===== config.mk =====
export PLATFORM = sky130hd
export DESIGN_NAME = ifu
export DESIGN_NICKNAME = d
export VERILOG_FILES = /design/src/rtl/ifu.sv
export SDC_FILE = /design/constraint.sdc
export NUM_CORES = 1
export LEC_CHECK = 0
export BUFFER_PORTS_ARGS = -buffer_cell sky130_fd_sc_hd__buf_2
export CORE_MARGIN = 2
export CORE_UTILIZATION = 44
export CTS_BUF_LIST = sky130_fd_sc_hd__clkbuf_4
export DETAILED_ROUTE_END_ITERATION = 12
export HOLD_SLACK_MARGIN = 0.02
export PLACE_DENSITY = 0.9
export SLEW_MARGIN = 15
export SYNTH_ARGS = -nofsm -noshare
export SYNTH_HDL_FRONTEND = slang
export SYNTH_SLANG_ARGS = --single-unit
export TNS_END_PERCENT = 100

===== constraint.sdc =====
create_clock -name clk -period 2.1 [get_ports clk]
set_input_delay 0.42 -clock clk [delete_from_list [all_inputs] [get_ports clk]]
set_output_delay 0.42 -clock clk [all_outputs]
set_load 0.1 [all_outputs]

===== src/rtl/ifu.sv =====
// Instruction fetch unit: owns the PC and issues one fetch at a time.
// It hands each fetched word to the decoder, and a redirect squashes any stale fetch.
module ifu #(
  parameter int unsigned     XLEN     = 64,
  parameter logic [XLEN-1:0] RESET_PC = 64'h8000_0000
) (
  input  logic            clk,
  input  logic            rst,
  output logic            imem_req_valid,
  input  logic            imem_req_ready,
  output logic [XLEN-1:0] imem_req_addr,
  input  logic            imem_resp_valid,
  input  logic [31:0]     imem_resp_data,
  output logic            inst_valid,
  input  logic            inst_ready,
  output logic [31:0]     inst,
  output logic [XLEN-1:0] inst_pc,
  input  logic            redirect_valid,
  input  logic [XLEN-1:0] redirect_pc
);

  typedef enum logic [1:0] {
    ST_REQ,   // request for pc offered to memory
    ST_WAIT,  // request accepted, response pending
    ST_HOLD,  // instruction buffered for the decoder
    ST_DROP   // pending response is stale and will be discarded
  } state_t;

  state_t          state_q, state_d;
  logic [XLEN-1:0] pc_q, pc_d;
  logic [XLEN-1:0] target;
  logic [31:0]     inst_buf_q, inst_buf_d;

  assign target = {redirect_pc[XLEN-1:2], 2'b00};

  // NOTE: every variable is given its hold value first, so no branch can leave it unassigned and infer a latch.
  always_comb begin
    state_d    = state_q;
    pc_d       = pc_q;
    inst_buf_d = inst_buf_q;
    unique case (state_q)
      ST_REQ: begin
        if (redirect_valid) begin
          pc_d = target;
          if (imem_req_ready) state_d = ST_DROP;
        end else if (imem_req_ready) begin
          state_d = ST_WAIT;
        end
      end
      ST_WAIT: begin
        if (redirect_valid) begin
          pc_d    = target;
          state_d = imem_resp_valid ? ST_REQ : ST_DROP;
        end else if (imem_resp_valid) begin
          inst_buf_d = imem_resp_data;
          state_d    = ST_HOLD;
        end
      end
      ST_HOLD: begin
        if (redirect_valid) begin
          pc_d    = target;
          state_d = ST_REQ;
        end else if (inst_ready) begin
          pc_d    = pc_q + XLEN'(4);
          state_d = ST_REQ;
        end
      end
      ST_DROP: begin
        // The newest redirect target wins while the stale response is still in flight.
        if (redirect_valid) pc_d = target;
        if (imem_resp_valid) state_d = ST_REQ;
      end
      default: state_d = ST_REQ;
    endcase
  end

  // NOTE: registers use non-blocking assignments, so every flop samples the pre-edge values at once.
  always_ff @(posedge clk) begin
    if (rst) begin
      state_q    <= ST_REQ;
      pc_q       <= RESET_PC;
      inst_buf_q <= '0;
    end else begin
      state_q    <= state_d;
      pc_q       <= pc_d;
      inst_buf_q <= inst_buf_d;
    end
  end

  assign imem_req_valid = (state_q == ST_REQ);
  assign imem_req_addr  = pc_q;
  // A same-cycle redirect kills the held instruction before the decoder can take it.
  assign inst_valid     = (state_q == ST_HOLD) & ~redirect_valid;
  assign inst           = inst_buf_q;
  assign inst_pc        = pc_q;

endmodule

==> results.txt <==
The library cell with the highest instance count after synthesis is nand2_1. The buffer depth of the longest clock path is 2. The final-report max-slew violation count came out at 0. The die outline height is 115 um. The final setup TNS came out at 0 ps. Data arrives at the worst endpoint at 2500 ps.

The latest clock arrival within the worst-skew pair came out at 490 ps. The iteration count of the initial detailed-routing pass is 5. After synthesis, the cell types taking the most area are dfxtp_1 (35%), buf_4 (9.1%), nand2_1 (7.1%), a21oi_1 (5.9%), nor2_1 (4.5%). Of the cells placed in the final design, the portion with a size suffix greater than 1 is 0.462.

Using the TritonRoute via totals, the vias-per-cell ratio works out to 5.56. Among all flip-flop cells after synthesis, the most frequent one is dfxtp_1. The hold-fix buffer count after cts came out at 0. The maximum level of the CTS H-tree came out at 3. Clock tree synthesis found a total of 96 sinks. By instance count, the cell type seen most on the critical path is nand4_4. The detailed-route wire length came out at 18,500 um. Across all register-to-register paths, the minimum setup slack is 6 ps. The kind of cell adding the most delay to the critical path is simple AND/OR/NAND/NOR gates.

The largest net degree at the start of global routing is 82. The share of synthesized area in the top cell type comes to 0.351. The number of buffers and inverters on the critical path is 1. The number of synthesized register bits is 96. IR analysis of the VDD net gives a maximum drop of 0.526 mV. Clock tree synthesis selected as its root buffer the cell clkbuf_4.

The flow ran to the end, and the final reports show no timing, DRC or antenna violations. The initial antenna violation count is 2. The required time of the critical path came out at 2510 ps.

Across the run, the number of max-cap violations was 0. In the finished design, the share of the clock period the worst path needs comes to 0.997. Once detail routing completed, the nets flagged for antenna violations numbered 0. The global-route congestion overflow total came out at 0. The first-iteration detailed-routing DRC count came out at 461. The final hold violation count is 0. The maximum clock frequency is 0.477 GHz. The worst setup path is captured at a flop. The global-route wire length before repair is 27,100 um.

The number of clock buffers inserted by TritonCTS came out at 9. The share of synthesized area occupied by flip-flops and latches came out at 0.351. The path class of the tightest hold or removal check is in -> reg. Walking the worst path, the cells encountered are and4_4 > nand4_4 > nor4_4 > buf_4 > nand4_4 > or4_1 > a311oi_1. The fraction of registers with async set or reset after synthesis is 0. The core area came out at 0.0121 mm^2.

The number of cells produced by synthesis is 705. The maximum fanout encountered on the critical timing path is 6. The number of port buffers is 257. The length of routed met2 wiring is 8750 um. The number of placement rows is 40. The cell area that synthesis handed to floorplanning was 0.00547 mm^2. The number of placed I/O pins is 264. The cell with the biggest individual delay on the critical path is or4_1. The biggest cell delay along the critical path came out at 430 ps. The final clock skew came out at 19.7 ps. In the synthesized netlist, the cells that appear most often are nand2_1 (103), dfxtp_1 (96), buf_4 (66), nor2_1 (66), a21oi_1 (65). During synthesis, Yosys emitted a total of 0 warnings. Once layout is complete, the utilization of the core stands at 0.608. The kind of start point of the critical path is a flop. The largest area contributor in the synthesized netlist is dfxtp_1. The final HPWL from detailed placement came out at 13,300 um.

The count of vias placed by the detailed router is 6,171. The die outline width is 115 um. TritonCTS built the clock tree.

The highest layer used for signal routing is met4. The number of enable-type register cells in the synthesized netlist is 0. Averaged over all synthesized cells, the footprint is 7.76 um^2. Dividing the detail-routed wire length by the instance count gives 16.7 um. The routability congestion estimate came out at 0.867. The number of global-route vias before repair is 5,475. After detailed routing, the number of remaining DRC violations is 0. Relative to the synthesized area, the layout overhead comes to 34.0%.

Setup repair after global routing could not meet its margin everywhere. The netlist uses 62 different library cells. The power density of the placed cells is 738 mW/mm^2. The net count of the finished layout is 1,037. The starting density of the core came out at 0.453. The category of the critical setup timing path is reg -> reg. The clock-pin slew on the worst setup and hold paths came out at 160 ps. The wire length on met3 came out at 1880 um. The total setup violations reported at the end of the flow is 0.

The routed metal-1 wire length came out at 7310 um. The routed design could run at a clock period as short as 2090 ps. Across every metal layer, demand over resource in global routing totals 0.259.

The area enclosed by the die boundary is 0.0133 mm^2. The reported leakage power came out at 0.00327 uW.
-- timing repair --
item,4_1_cts,5_1_grt
pin swaps,2,8
setup endpoints to repair,3,23
gates resized for setup,2,20
setup buffers,4,11
gates cloned,0,1
-- per-layer routing --
layer	vias to the layer above	global-route usage
met2	378	0.433
met5	-	0
met1	2817	0.315
li1	2928	-
met3	48	0.0727
met4	0	0.106
-- per-stage QoR --
step / power (uW) / hold WS (ps) / cells / worst slack (ps) / cell area, um^2
floorplan: 3850 / 529 / 708 / -210 / 5710
global placement: 4130 / 439 / 1075 / 50.9 / 6930
detailed placement: 4150 / 445 / 1075 / -14.4 / 6930
CTS: 5400 / 108 / 1095 / 2.12 / 7160
global route: 5600 / 104 / 1108 / -60.7 / 7330
finish: 5410 / 128 / 1109 / 5.76 / 7330
-- layout by cell type (no fill, tap or decap), drive strengths merged, types with 13 or more instances in the layout --
| master | count |
|---|---|
| nand4 | 25 |
| buf | 318 |
| and3 | 16 |
| nand3 | 28 |
| xnor2 | 13 |
| a21oi | 65 |
| o21ai | 22 |
| nand2 | 103 |
| dfxtp | 96 |
| a211oi | 20 |
| nor3 | 26 |
| nor2 | 66 |
-- cells by family after synthesis --
logic type | count (synthesis) | synth area share
muxes | 4 | 0.00732
adders and majority gates | 1 | 0.00229
xor gates and xnor gates | 23 | 0.0368
buffers and inverters | 114 | 0.132
and+or+nand+nor | 313 | 0.290
other | 1 | 0.000686
AOI/OAI and AO/OA | 153 | 0.179
DFF | 96 | 0.351
-- worst paths after layout --
path	start	to	cells after the start
setup / recovery	imem_req_addr[6]$_SDFFE_PP0P_	imem_req_addr[56]$_SDFFE_PP0P_	7
hold / removal	redirect_pc[24]	imem_req_addr[24]$_SDFFE_PP0P_	2
setup reg to reg	imem_req_addr[6]$_SDFFE_PP0P_	imem_req_addr[56]$_SDFFE_PP0P_	7
hold reg to reg	inst[2]$_SDFFE_PP0P_	inst[2]$_SDFFE_PP0P_	2
-- state kept, by name, indices dropped and copies added, names as in the netlist --
name / flops
imem_req_addr: 62
inst: 32
state_q: 2
-- cell type report --
| type | count | area, um^2 |
|---|---|---|
| antenna | 2 | 5.00 |
| clock buffer | 10 | 75.1 |
| clock inverter | 6 | 108 |
| fill | 1060 | 4730 |
| inverter | 9 | 33.8 |
| multi-input combinational | 499 | 2980 |
| sequential | 96 | 2090 |
| tap | 168 | 210 |
| timing repair buffer | 319 | 1830 |
-- where the power goes --
part / internal, uW / leakage [uW] / switching, uW
registers: 1920 / 0.000819 / 143
clock network: 613 / 0.0000980 / 664
logic: 368 / 0.00236 / 1700
(Power assumes the default switching activity.)
